### config.mk
export PLATFORM = sky130hd
export DESIGN_NAME = mux_nx1_rr_flat
export DESIGN_NICKNAME = d
export VERILOG_FILES = /design/src/rtl/mux_nx1_rr_if.sv /design/src/rtl/mux_nx1_rr.sv /design/src/flat_wrapper.sv
export SDC_FILE = /design/constraint.sdc
export NUM_CORES = 1
export LEC_CHECK = 0
export CAP_MARGIN = 15
export CORE_AREA = 4 4 69 46
export DETAILED_ROUTE_END_ITERATION = 16
export DIE_AREA = 0 0 73 50
export GPL_ROUTABILITY_DRIVEN = 0
export PLACE_DENSITY = 0.93
export SLEW_MARGIN = 0
export SYNTH_ARGS = -nofsm -noshare
export SYNTH_HDL_FRONTEND = slang
export SYNTH_SLANG_ARGS = --single-unit
### constraint.sdc
create_clock -name clk -period 3 [get_ports clk]
set_input_delay 0.6 -clock clk [delete_from_list [all_inputs] [get_ports clk]]
set_output_delay 0.6 -clock clk [all_outputs]
set_load 0.005 [all_outputs]
### src/rtl/mux_nx1_rr_if.sv
// mux_nx1_rr_if: bundle of the per-channel input handshakes, the force-select
// controls and the output handshake of the round-robin multiplexer.
//
// Handshake rule (inputs and output alike): a word moves across a channel on a
// rising clk edge where that channel's valid and ready are both 1. A producer
// holds valid and data stable until the transfer. Ready may depend on valid
// in the same cycle. Valid must never wait for ready.
//
// Signals
//   inp       N_CH*WIDTH  channel i data at inp[i*WIDTH +: WIDTH]
//   inp_valid N_CH        channel i offers data
//   inp_ready N_CH        channel i is accepted this cycle (one-hot or zero)
//   force_en  1           restrict arbitration to channel sel_in
//   sel_in    SEL_W       forced channel index
//   op        WIDTH       registered output data
//   op_valid  1           op holds valid data
//   op_ready  1           consumer accepts op
//   op_ch     SEL_W       channel index that produced op
// Modports: master = producers/consumer side, slave = the multiplexer.
interface mux_nx1_rr_if #(
  parameter int N_CH  = 4,
  parameter int WIDTH = 8,
  parameter int SEL_W = $clog2(N_CH)
);
  logic [N_CH*WIDTH-1:0] inp;
  logic [N_CH-1:0]       inp_valid;
  logic [N_CH-1:0]       inp_ready;
  logic                  force_en;
  logic [SEL_W-1:0]      sel_in;
  logic [WIDTH-1:0]      op;
  logic                  op_valid;
  logic                  op_ready;
  logic [SEL_W-1:0]      op_ch;

  modport master (
    output inp, inp_valid, force_en, sel_in, op_ready,
    input  inp_ready, op, op_valid, op_ch
  );

  modport slave (
    input  inp, inp_valid, force_en, sel_in, op_ready,
    output inp_ready, op, op_valid, op_ch
  );
endinterface

### src/rtl/mux_nx1_rr.sv
// mux_nx1_rr: N_CH-channel, WIDTH-bit registered multiplexer. A round-robin
// arbiter picks one valid input channel per cycle (or only channel sel_in
// when force_en=1) and loads it into a single output register with
// backpressure.
//
// Ports
//   clk    in  rising-edge clock
//   rst_n  in  asynchronous active-low reset
//   bus    slave modport of mux_nx1_rr_if (input/output handshakes, force select)
//
// The output slot is a two-state machine (EMPTY/FULL); its state is exposed
// directly as bus.op_valid.
module mux_nx1_rr #(
  parameter int N_CH  = 4,
  parameter int WIDTH = 8
) (
  input  logic           clk,
  input  logic           rst_n,
  mux_nx1_rr_if.slave    bus
);
  localparam int SEL_W = $clog2(N_CH);

  typedef enum logic {EMPTY = 1'b0, FULL = 1'b1} slot_t;

  slot_t            state_q, state_d;
  logic [WIDTH-1:0] op_q, op_d;
  logic [SEL_W-1:0] op_ch_q, op_ch_d;
  logic [SEL_W-1:0] rr_ptr_q, rr_ptr_d;

  logic [N_CH-1:0]  elig;
  logic             gnt_any;
  logic [SEL_W-1:0] gnt_idx;
  logic             load_en;
  logic             xfer;

  // Eligible set. An out-of-range forced index selects nothing.
  always_comb begin
    elig = '0;
    if (bus.force_en) begin
      if (int'(bus.sel_in) < N_CH) elig[bus.sel_in] = bus.inp_valid[bus.sel_in];
    end else begin
      elig = bus.inp_valid;
    end
  end

  // First eligible channel scanning rr_ptr, rr_ptr+1, ... modulo N_CH.
  always_comb begin
    int idx;
    idx     = 0;
    gnt_any = 1'b0;
    gnt_idx = '0;
    for (int k = 0; k < N_CH; k++) begin
      idx = int'(rr_ptr_q) + k;
      if (idx >= N_CH) idx = idx - N_CH;
      if (!gnt_any && elig[idx]) begin
        gnt_any = 1'b1;
        gnt_idx = SEL_W'(idx);
      end
    end
  end

  assign load_en = (state_q == EMPTY) || bus.op_ready;
  // rst_n gating keeps inp_ready low while reset is held (slot reads EMPTY then).
  assign xfer    = load_en && gnt_any && rst_n;

  always_comb begin
    bus.inp_ready = '0;
    if (xfer) bus.inp_ready[gnt_idx] = 1'b1;
  end

  always_comb begin
    state_d  = state_q;
    op_d     = op_q;
    op_ch_d  = op_ch_q;
    rr_ptr_d = rr_ptr_q;
    if (load_en) begin
      if (gnt_any) begin
        state_d  = FULL;
        op_d     = bus.inp[int'(gnt_idx)*WIDTH +: WIDTH];
        op_ch_d  = gnt_idx;
        rr_ptr_d = (gnt_idx == SEL_W'(N_CH - 1)) ? '0 : gnt_idx + 1'b1;
      end else begin
        // Slot drains; op/op_ch keep their stale values.
        state_d = EMPTY;
      end
    end
  end

  always_ff @(posedge clk or negedge rst_n) begin
    if (!rst_n) begin
      state_q  <= EMPTY;
      op_q     <= '0;
      op_ch_q  <= '0;
      rr_ptr_q <= '0;
    end else begin
      state_q  <= state_d;
      op_q     <= op_d;
      op_ch_q  <= op_ch_d;
      rr_ptr_q <= rr_ptr_d;
    end
  end

  assign bus.op       = op_q;
  assign bus.op_ch    = op_ch_q;
  assign bus.op_valid = (state_q == FULL);
endmodule

### src/flat_wrapper.sv
// flat-port wrapper written by rule: the top's interface ports become plain ports
module mux_nx1_rr_flat 
#(
  parameter int N_CH  = 4,
  parameter int WIDTH = 8
)
  (clk, rst_n, bus_inp, bus_inp_valid, bus_force_en, bus_sel_in, bus_op_ready, bus_inp_ready, bus_op, bus_op_valid, bus_op_ch);
  mux_nx1_rr_if #(.N_CH(N_CH), .WIDTH(WIDTH)) bus_i ();
  input  logic clk;
  input  logic rst_n;
  input wire logic [$bits(bus_i.inp)-1:0] bus_inp;
  input wire logic [$bits(bus_i.inp_valid)-1:0] bus_inp_valid;
  input wire logic [$bits(bus_i.force_en)-1:0] bus_force_en;
  input wire logic [$bits(bus_i.sel_in)-1:0] bus_sel_in;
  input wire logic [$bits(bus_i.op_ready)-1:0] bus_op_ready;
  output wire logic [$bits(bus_i.inp_ready)-1:0] bus_inp_ready;
  output wire logic [$bits(bus_i.op)-1:0] bus_op;
  output wire logic [$bits(bus_i.op_valid)-1:0] bus_op_valid;
  output wire logic [$bits(bus_i.op_ch)-1:0] bus_op_ch;
  assign bus_i.inp = bus_inp;
  assign bus_i.inp_valid = bus_inp_valid;
  assign bus_i.force_en = bus_force_en;
  assign bus_i.sel_in = bus_sel_in;
  assign bus_i.op_ready = bus_op_ready;
  assign bus_inp_ready = bus_i.inp_ready;
  assign bus_op = bus_i.op;
  assign bus_op_valid = bus_i.op_valid;
  assign bus_op_ch = bus_i.op_ch;
  mux_nx1_rr #(.N_CH(N_CH), .WIDTH(WIDTH)) u_core (.clk(clk), .rst_n(rst_n), .bus(bus_i));
endmodule
==> results.cfg <==
[setup_path]
timing.reg2reg.worst_path_depth = 6
timing.critical_path.required_ns = 2.40
cp.buffers_inverters = 2
timing.critical_path.max_delay_family = buffers and inverters
worst-path-max-fanout = 5
cp_slowest_cell = sky130_fd_sc_hd__o41a_4
critPathLaunchType = primary input
worstPathCellList = dlygate4sd2_1 -> a21boi_4 -> nor2_4 -> o41a_4 -> nand2_1 -> nor3_1 -> clkdlybuf4s50_1
worst_r2r_endpoint = u_core.bus.op[3]
timing.critical_path.to = bus_inp_ready[0]
worstSetupPathDepth = 7
endpoint_kind = primary output
crit-reg2reg-launch = u_core.rr_ptr_q[1]
regToRegSetupSlack_ns = 0.86
cp_data_arrival_time_ns = 2.38
timing.critical_path.slowest_cell_delay_ns = 0.45
setup.worst_path.start = bus_force_en
criticalPathCategory = primary input to primary output

[power]
power.combinational.fraction = 0.494
p_per_area_nw_per_um2 = 466.3
power_frac_seq = 0.317
irDropWorstVdd_uv = 264.7
intPower_uw = 557.2
p_sw_uw = 272.4
p_leak_nw = 0.7533
switching_share = 0.3284
clock_power_frac = 0.189

[drt]
antenna_left = 0
detailroute.via_count = 1080
route.detailed.drc = 0
wire_per_inst_um = 16.01
average_via_count_per_standard_cell = 5.400
postRouteWirelength_mm = 3.202
drtIter0Drc = 42
detailedRoute.firstPassIterationCount = 4

[synth]
postSynthRegisterBits = 13
syn_avg_cell_area_um2 = 10.11
syn_area_um2 = 970.9
ys.warnings.count = 0
synth_nets = 138
post_synth_num_cell_types = 31
synth-seq-area-share = 0.3351
number_of_standard_cells_after_synthesis = 96

[global_routing]
grt_use_total = 0.1683
antenna_violations_before_repair = 0
global_route.overflow_total = 0
grt_first_pass_wirelength_mm = 4.733
grt_pass1_vias = 1086
maximum_number_of_pins_on_one_net_before_global_route_repair = 12

[clocking]
cts.hold.buffers_added = 0
insertion_delay_ns = 0.24
cts-root-buf = sky130_fd_sc_hd__clkbuf_8
cts_tree = yes
cts.clk_slew.worst_paths_ns = 0.05
post_cts_buffers = 0
numClockSinks = 13
clockBufferDepth = 2
cts-buffers-inserted = 3
cts-htree-levels = 1

[job]
cap_viol_max_count = 0

[sta]
clock_skew_ns = 0.003268
maxSlewHeadroom = 0.6529
worstMarginPinSlew_ns = 0.5207
min_period_ns = 2.975
timing.final.setup_violations = 0
timing.final.max_slew_violations = 0
finalHoldWorstSlack_ns = 0.4799
final-hold-violation-count = 0
rsz_0062_raised_after_global_routing = yes
fmaxAchievable_mhz = 336.1
layout_worst_path_cycle_share = 0.9918

[floorplan]
core_area_um2 = 2470
die_height_um = 50
rows = 14
start_util = 0.3931
die-width_um = 73
ios = 57
fp.dieArea_um2 = 3650

[final_layout]
num_antenna_cells = 0
nFillCells = 181
finalNonFillerCells = 200
flow.area_growth_from_synthesis_pct = 83.25
design.final.nets = 211
utilization = 0.7204
drive_gt1_frac = 0.2679

[run_status]
status = complete, no violations

[placement]
place_inst = 196
place.port_buffers = 56
dp.final_hpwl_mm = 2.560

[min_path]
worstHoldPathType = flop to flop
[worst register-to-register path, cell delays in order (launching register included)]
cell	delay, ns
sky130_fd_sc_hd__dfrtp_1	0.48
sky130_fd_sc_hd__or2b_1	0.26
sky130_fd_sc_hd__and3_1	0.19
sky130_fd_sc_hd__a2bb2oi_2	0.15
sky130_fd_sc_hd__buf_4	0.17
sky130_fd_sc_hd__or3_1	0.58
sky130_fd_sc_hd__o221ai_2	0.23
[worst min path at each step]
stage | slack [ns] | depth (start not counted) | from | to
finish | 0.48 | 2 | u_core.bus.op_ch[0] | u_core.bus.op_ch[0]
detailed placement | 0.47 | 2 | u_core.bus.op_ch[1] | u_core.bus.op_ch[1]
global placement | 0.47 | 2 | u_core.bus.op_ch[1] | u_core.bus.op_ch[1]
CTS | 0.49 | 2 | u_core.bus.op_ch[0] | u_core.bus.op_ch[0]
floorplan | 0.30 | 0 | rst_n | u_core.bus.op[0]
global route | 0.52 | 2 | u_core.bus.op[2] | u_core.bus.op[2]
[sequential cells by signal, indices dropped and copies added (netlist names)]
signal               count
u_core.bus.op_ch         2
u_core.bus.op_valid      1
u_core.rr_ptr_q          2
u_core.bus.op            8
[area by class of cell]
class	count	area [um2]	share of cell area
Timing Repair Buffer	72	679.4	0.3819
Sequential cell	13	325.3	0.1828
Clock buffer	4	45.04	0.02532
Multi-Input combinational cell	78	685.7	0.3854
Inverter	1	3.754	0.002110
Tap cell	32	40.04	0.02250
[cell usage after synthesis (all sizes together)]
master,count,area (um2)
and3,1,6.260
nand3,3,15.01
and2,1,8.760
o41a,1,21.27
o21a,1,7.510
nand2,15,56.30
o41ai,1,8.760
dfrtp,13,325.3
nor2,9,33.78
a21boi,3,30.03
a211oi,1,7.510
a211o,1,8.760
inv,1,3.750
o2111ai,1,8.760
buf,4,28.78
o21ai,4,31.28
o221ai,8,120.1
nor3,2,10.01
or2b,1,7.510
o2111a,1,12.51
a2bb2oi,1,15.01
nand2b,3,18.77
or2,1,6.260
mux2i,16,160.2
a31oi,1,6.260
or3,2,12.51
[layer usage]
| metal | GRT usage | vias up | part of all wire |
|---|---|---|---|
| li1 | - | 510 | - |
| met1 | 0.1951 | 517 | 0.40 |
| met2 | 0.2804 | 46 | 0.48 |
| met3 | 0.06085 | 7 | 0.090 |
| met4 | 0.06442 | 0 | 0.023 |
| met5 | 0 | - | 0 |
[what timing repair did]
| action | 4_1_cts | 5_1_grt |
|---|---|---|
| pin swaps | 1 | 2 |
| gates resized for setup | 7 | 15 |
| endpoints found under the setup margin | 4 | 4 |
| endpoints found under the hold margin | 0 | 0 |
[cell families after synthesis]
kind of cell / after synthesis / share of synthesized area
muxes: 16 / 0.1649
AOI/OAI and AO/OA: 24 / 0.2861
DFF: 13 / 0.3350
and+or+nand+nor: 38 / 0.1804
buffers and inverters: 5 / 0.03350
[power groups by stage]
stage / Sequential, mW / Clock [mW] / Combinational (mW)
floorplan: 0.258 / 0 / 0.192
global placement: 0.258 / 0 / 0.388
CTS: 0.259 / 0.158 / 0.403
detailed placement: 0.259 / 0 / 0.401
global route: 0.268 / 0.167 / 0.443
finish: 0.263 / 0.157 / 0.410
[layout by cell type (no fill, tap or decap), types with 3 or more instances in the layout]
cell type	instances
sky130_fd_sc_hd__clkbuf_8	3
sky130_fd_sc_hd__nand2_1	15
sky130_fd_sc_hd__mux2i_1	16
sky130_fd_sc_hd__nor2_1	8
sky130_fd_sc_hd__nand3_1	3
sky130_fd_sc_hd__o221ai_2	8
sky130_fd_sc_hd__a21boi_4	3
sky130_fd_sc_hd__dfrtp_1	13
sky130_fd_sc_hd__buf_4	16
sky130_fd_sc_hd__clkdlybuf4s50_1	51
[metrics by stage]
stage | total power [mW] | area [um2] | setup TNS, ns | setup WS (ns)
3_3_place_gp | 0.6458 | 1670 | -0.4480 | -0.1204
6_report | 0.8296 | 1779 | 0 | 0.02455
3_5_place_dp | 0.6609 | 1670 | -0.7730 | -0.1969
5_1_grt | 0.8777 | 1779 | -0.1657 | -0.07895
2_1_floorplan | 0.4494 | 970.9 | 0 | 0.7069
4_1_cts | 0.8198 | 1725 | 0 | 0.001019
Power figures use the tool's default switching activity.
